[config.mk]
export PLATFORM = sky130hd
export DESIGN_NAME = sys_mem_addr_gen
export DESIGN_NICKNAME = d
export VERILOG_FILES = /design/src/rtl/sys_mem_addr_gen.sv
export SDC_FILE = /design/constraint.sdc
export NUM_CORES = 1
export LEC_CHECK = 0
export CAP_MARGIN = 10
export CORE_ASPECT_RATIO = 1.4
export CORE_MARGIN = 1.5
export CORE_UTILIZATION = 60
export CTS_BUF_LIST = sky130_fd_sc_hd__clkbuf_4 sky130_fd_sc_hd__clkbuf_8
export CTS_CLUSTER_SIZE = 28
export DETAILED_ROUTE_END_ITERATION = 10
export PLACE_DENSITY = 0.76
export SYNTH_ARGS = -nofsm -noshare
export SYNTH_HDL_FRONTEND = slang
export SYNTH_SLANG_ARGS = --single-unit
[constraint.sdc]
create_clock -name clk -period 10.6 [get_ports clk]
set_input_delay 2.12 -clock clk [delete_from_list [all_inputs] [get_ports clk]]
set_output_delay 2.12 -clock clk [all_outputs]
set_load 0.005 [all_outputs]
[src/rtl/sys_mem_addr_gen.sv]
// rtl/sys_mem_addr_gen.sv - per-agent circular-buffer address generator
// Turns agent bursts into one or two wrap-split memory commands inside each agent's partition.
module sys_mem_addr_gen #(
  parameter int MEM_ADDR_W = 27,
  parameter int NUM_AGENTS = 2,
  parameter int BURST_W    = 8,
  parameter int AGENT_ID_W = $clog2(NUM_AGENTS)
) (
  input  logic                  clk,
  input  logic                  rst_n,
  input  logic                  req_valid,
  output logic                  req_ready,
  input  logic [AGENT_ID_W-1:0] req_agent_id,
  input  logic                  req_wr,
  input  logic [BURST_W-1:0]    req_len,
  output logic [AGENT_ID_W-1:0] part_agent_id,
  input  logic [MEM_ADDR_W-1:0] part_start_addr,
  input  logic [MEM_ADDR_W-1:0] part_end_addr,
  input  logic [NUM_AGENTS-1:0] ptr_clr,
  output logic                  mem_cmd_valid,
  input  logic                  mem_cmd_ready,
  output logic                  mem_cmd_wr,
  output logic [MEM_ADDR_W-1:0] mem_cmd_addr,
  output logic [BURST_W-1:0]    mem_cmd_len,
  output logic [AGENT_ID_W-1:0] mem_cmd_agent_id,
  output logic                  err_valid,
  output logic [1:0]            err_code
);

  localparam int SW = MEM_ADDR_W + 1;

  typedef enum logic [2:0] {S_IDLE, S_LOOKUP, S_CALC, S_ISSUE1, S_ISSUE2} state_t;
  state_t state, state_nx;

  logic                  ready_en;
  logic [AGENT_ID_W-1:0] id_q;
  logic                  wr_q;
  logic [BURST_W-1:0]    len_q;
  logic [BURST_W-1:0]    len2_q;
  logic [BURST_W-1:0]    cmd_len_q;
  logic [MEM_ADDR_W-1:0] start_q;
  logic [MEM_ADDR_W-1:0] off_q;
  logic [MEM_ADDR_W-1:0] cmd_addr_q;
  logic [SW-1:0]         size_q;
  logic                  clr_seen;

  logic [MEM_ADDR_W-1:0] wr_off [NUM_AGENTS];
  logic [MEM_ADDR_W-1:0] rd_off [NUM_AGENTS];
  logic [SW-1:0]         fill   [NUM_AGENTS];

  logic [SW-1:0]         size_c, len_x, room_c, commit_sum;
  logic [MEM_ADDR_W-1:0] off_c, wrap_c;
  logic [BURST_W-1:0]    len1_c;
  logic                  bad_part, ovf, unf, accept, hs, final_hs;

  assign accept   = req_valid && req_ready;
  assign hs       = mem_cmd_valid && mem_cmd_ready;
  assign final_hs = hs && ((state == S_ISSUE2) || (state == S_ISSUE1 && len2_q == '0));

  assign size_c   = {1'b0, part_end_addr} - {1'b0, part_start_addr} + SW'(1);
  assign len_x    = SW'(len_q);
  assign off_c    = wr_q ? wr_off[id_q] : rd_off[id_q];
  assign room_c   = size_c - {1'b0, off_c};
  assign bad_part = part_end_addr < part_start_addr;
  assign ovf      = wr_q && (len_x > (size_c - fill[id_q]));
  assign unf      = !wr_q && (len_x > fill[id_q]);
  assign len1_c   = (len_x > room_c) ? room_c[BURST_W-1:0] : len_q;

  // off+len is below 2*size, so a single conditional subtract gives the modulo
  assign commit_sum = {1'b0, off_q} + len_x;
  assign wrap_c     = MEM_ADDR_W'((commit_sum >= size_q) ? (commit_sum - size_q) : commit_sum);

  assign req_ready        = ready_en && (state == S_IDLE);
  assign mem_cmd_valid    = (state == S_ISSUE1) || (state == S_ISSUE2);
  assign mem_cmd_wr       = wr_q;
  assign mem_cmd_addr     = cmd_addr_q;
  assign mem_cmd_len      = cmd_len_q;
  assign mem_cmd_agent_id = id_q;

  always_ff @(posedge clk or negedge rst_n) begin
    if (!rst_n) state <= S_IDLE;
    else        state <= state_nx;
  end

  always_comb begin
    state_nx = state;
    case (state)
      S_IDLE:   if (accept) state_nx = S_LOOKUP;
      S_LOOKUP: state_nx = S_CALC;
      S_CALC:   state_nx = (bad_part || ovf || unf || len_q == '0) ? S_IDLE : S_ISSUE1;
      S_ISSUE1: if (hs) state_nx = (len2_q != '0) ? S_ISSUE2 : S_IDLE;
      S_ISSUE2: if (hs) state_nx = S_IDLE;
      default:  state_nx = S_IDLE;
    endcase
  end

  always_ff @(posedge clk or negedge rst_n) begin
    if (!rst_n) begin
      ready_en      <= 1'b0;
      id_q          <= '0;
      wr_q          <= 1'b0;
      len_q         <= '0;
      len2_q        <= '0;
      cmd_len_q     <= '0;
      start_q       <= '0;
      off_q         <= '0;
      cmd_addr_q    <= '0;
      size_q        <= '0;
      clr_seen      <= 1'b0;
      part_agent_id <= '0;
      err_valid     <= 1'b0;
      err_code      <= 2'd0;
    end else begin
      ready_en  <= 1'b1;
      err_valid <= 1'b0;
      case (state)
        S_IDLE: begin
          if (accept) begin
            id_q          <= req_agent_id;
            wr_q          <= req_wr;
            len_q         <= req_len;
            part_agent_id <= req_agent_id;
          end
        end
        S_CALC: begin
          start_q    <= part_start_addr;
          size_q     <= size_c;
          off_q      <= off_c;
          clr_seen   <= ptr_clr[id_q];
          cmd_addr_q <= part_start_addr + off_c;
          cmd_len_q  <= len1_c;
          len2_q     <= len_q - len1_c;
          if (bad_part) begin
            err_valid <= 1'b1;
            err_code  <= 2'd1;
          end else if (ovf) begin
            err_valid <= 1'b1;
            err_code  <= 2'd2;
          end else if (unf) begin
            err_valid <= 1'b1;
            err_code  <= 2'd3;
          end
        end
        S_ISSUE1: begin
          clr_seen <= clr_seen | ptr_clr[id_q];
          if (hs && len2_q != '0) begin
            cmd_addr_q <= start_q;
            cmd_len_q  <= len2_q;
          end
        end
        S_ISSUE2: clr_seen <= clr_seen | ptr_clr[id_q];
        default: ;
      endcase
    end
  end

  // A clear seen while the burst is in flight cancels its commit, so the agent restarts at offset 0
  always_ff @(posedge clk or negedge rst_n) begin
    if (!rst_n) begin
      for (int i = 0; i < NUM_AGENTS; i++) begin
        wr_off[i] <= '0;
        rd_off[i] <= '0;
        fill[i]   <= '0;
      end
    end else begin
      for (int i = 0; i < NUM_AGENTS; i++) begin
        if (ptr_clr[i]) begin
          wr_off[i] <= '0;
          rd_off[i] <= '0;
          fill[i]   <= '0;
        end else if (final_hs && !clr_seen && id_q == AGENT_ID_W'(i)) begin
          if (wr_q) begin
            wr_off[i] <= wrap_c;
            fill[i]   <= fill[i] + len_x;
          end else begin
            rd_off[i] <= wrap_c;
            fill[i]   <= fill[i] - len_x;
          end
        end
      end
    end
  end

endmodule

==> impl_metrics.tcl <==
set metrics [dict create \
    gp_congestion 0.968 \
    crit_arrival_ps 10620 \
    yosys.area_share.adder 0.140 \
    ys_types 93 \
    wl_met1_mm 29.3 \
    chipWidth_um 176 \
    grt_setup_unrepaired "false" \
    setup_viol 0 \
    grt_pass1_vias 23598 \
    io_pins 113 \
    synth_area_leaders "dfrtp_1 (31%), ha_1 (12%), o21ai_0 (6.6%)" \
    clk_latency_ps 650 \
    syn_area_per_cell_um2 8.30 \
    worst_pin_slew_ps 1210 \
    ys_top_cells_by_count "nand2_1 (438), o21ai_0 (330), dfrtp_1 (307)" \
    p_leak_nw 13.0 \
    rr_worst_depth 33 \
    area_delta_synth_final_pct 11.8 \
    cts_sinks 307 \
    cp-startpoint "part_start_addr[3]" \
    cts_hold_buf 0 \
    core-area_um2 41200 \
    slowest_stage "fa_1" \
    ys_seq_area_frac 0.307 \
    fin_crit_ps 10150 \
    root_buffer "clkbuf_8" \
    top_layer "met4" \
    yosysMostFrequentCell "nand2_1" \
    rows 88 \
    die-area_um2 43000 \
    die_y_um 245 \
    first_iter_violations 1822 \
    worstReg2RegStart "mem_cmd_agent_id" \
    synth_top_area_share 0.307 \
    post-cts-setup-buffer-count 0 \
    clockBufferDepth 3 \
    drtAntennaViolNets 0 \
    min_path_type "flop to flop" \
    viasPerCell 6.33 \
    start_kind "input pin" \
    ir_worst_vdd_v 0.000132 \
    route.detailed.drc 0 \
    ys.warnings.count 0 \
    portBuffers 112 \
    syn-num-nets 3350 \
    total_power_w 0.00620 \
    outcome "finished, final reports clean" \
    cts_buffers 51 \
    grt_pass1_wl_mm 125 \
    critPathMaxFanout 6 \
    vias 23406 \
    slew_headroom 0.196 \
    drt_wl_total_mm 80.2 \
    ys_seq_elements 307 \
    cts_resized 0 \
    max_freq_ghz 0.0985 \
    r2r_end "len2_q[7]" \
    synth-xor-area-share 0.0560 \
    synth_top_family_by_area "compound AO/OA/AOI/OAI gates" \
    fin_worst_skew_ps 50.8 \
    r2r_setup_slack_ps 2370 \
    slowest_delay_ps 660 \
    grt.overflow.total 0 \
    synth_edf_count 0 \
    met2_length_mm 38.8 \
    muxShareOfSynthArea 0.0601 \
    cts_tree "built" \
    critical_path_class "input pin to flop" \
    firstDrtPassIters 8 \
    crit_path_end_kind "flop" \
    cp_common_cell "ha_1" \
    dp_hpwl_mm 61.9 \
    drive_gt1_frac 0.0783 \
    tns_ps 0 \
    whs_ps 476 \
    final_util 0.680 \
    wl_met3_mm 5.32 \
    cts.clk_slew.worst_paths_ps 70 \
    crit_end "len2_q[7]" \
    maxSlewViolCount 0 \
    wire_per_inst_um 21.7 \
    yosys.area.top_type "dfrtp_1" \
    hold_violations 0 \
    start_util 0.608 \
    synth_ff_type "dfrtp_1" \
    worst-endpoint-required_ps 11070 \
    fin_crit_sh 0.957 \
    async_flop_share 1.00 \
    synthCells 3015 \
    grt_use_total 0.373 \
    antenna_found_initial 3 \
    nets 3449 \
    syn_area_um2 25000 \
    cts_max_level 2 \
    synth-simple-area-share 0.187 \
    drv_cap 0 \
    p_per_area_nw_per_um2 222 \
    synth_compound_area_frac 0.201 \
    grt_start_max_net_pins 74 \
]
## metrics by stage
step | setup WS [ps] | cells | area (um2)
after CTS | 550 | 3694 | 28000
after detailed placement | -56.7 | 3601 | 26800
after global routing | 36.7 | 3695 | 28000
after floorplan | 1240 | 3015 | 25000
final | 451 | 3696 | 28000
after global placement | 258 | 3601 | 26800
## area by class of cell
class	instances	area, um2
multi-input combinational	2392	16200
fill	3470	13200
sequential	307	7690
timing repair buffer	158	1470
clock buffer	76	965
inverter	204	766
tap	540	676
clock inverter	17	206
antenna	2	5.00
## cell families after synthesis
family          Yosys count
fa+ha+maj               269
xor+xnor                156
flops                   307
other cells               1
simple gates           1008
compound gates          843
mux                     115
buf+inv                 316
## sequential cells by signal, indices dropped and copies added (netlist names)
signal	flops
mem_cmd_agent_id	1
fill	56
mem_cmd_len	8
len_q	8
mem_cmd_wr	1
clr_seen	1
off_q	27
wr_off	54
err_valid	1
start_q	27
state	3
rd_off	54
size_q	28
err_code	2
ready_en	1
len2_q	8
mem_cmd_addr	27
## worst max-delay path: cells and delay by family
family | cells | cell delay (ps)
compound gates | 13 | 2190
xor+xnor | 3 | 520
fa+ha+maj | 5 | 1730
buf+inv | 3 | 620
mux | 1 | 230
simple gates | 14 | 3220
## per-layer routing
layer	vias up	GRT usage
met1	11219	0.415
met3	332	0.0516
li1	10872	-
met4	0	0.282
met5	-	0
met2	983	0.645
## worst min-delay path by stage
stage / slack, ps / cells past startpoint / to / from
after global placement: 460 / 2 / rd_off[44] / rd_off[44]
after CTS: 480 / 2 / wr_off[20] / wr_off[20]
after global routing: 490 / 2 / wr_off[20] / wr_off[20]
after detailed placement: 470 / 2 / start_q[18] / start_q[18]
final: 480 / 2 / wr_off[36] / wr_off[36]
after floorplan: 440 / 2 / rd_off[44] / rd_off[44]
## power breakdown
group	switching (W)	internal, W
Sequential	0.000194	0.00139
Clock	0.000527	0.000685
Combinational	0.00204	0.00136
Total	0.00276	0.00344
## cell usage in the layout (no fill, tap or decap), types with 25 or more instances in the layout
| cell | n |
|---|---|
| inv_1 | 203 |
| xnor2_1 | 100 |
| buf_4 | 46 |
| clkbuf_8 | 63 |
| nand4_1 | 27 |
| nand3_1 | 55 |
| or3_1 | 28 |
| o21ai_0 | 330 |
| mux4_2 | 25 |
| mux2i_1 | 66 |
| nand2_1 | 437 |
| a31oi_1 | 46 |
| a211oi_1 | 26 |
| nor2b_1 | 31 |
| a21oi_1 | 204 |
| a21o_1 | 45 |
| and3_1 | 26 |
| clkdlybuf4s50_1 | 111 |
| dfrtp_1 | 305 |
| ha_1 | 244 |
| nor2_1 | 203 |
| xor2_1 | 52 |
| nor3_1 | 57 |
| nand2b_1 | 32 |
Note: power is estimated with default switching activity, not from simulation.
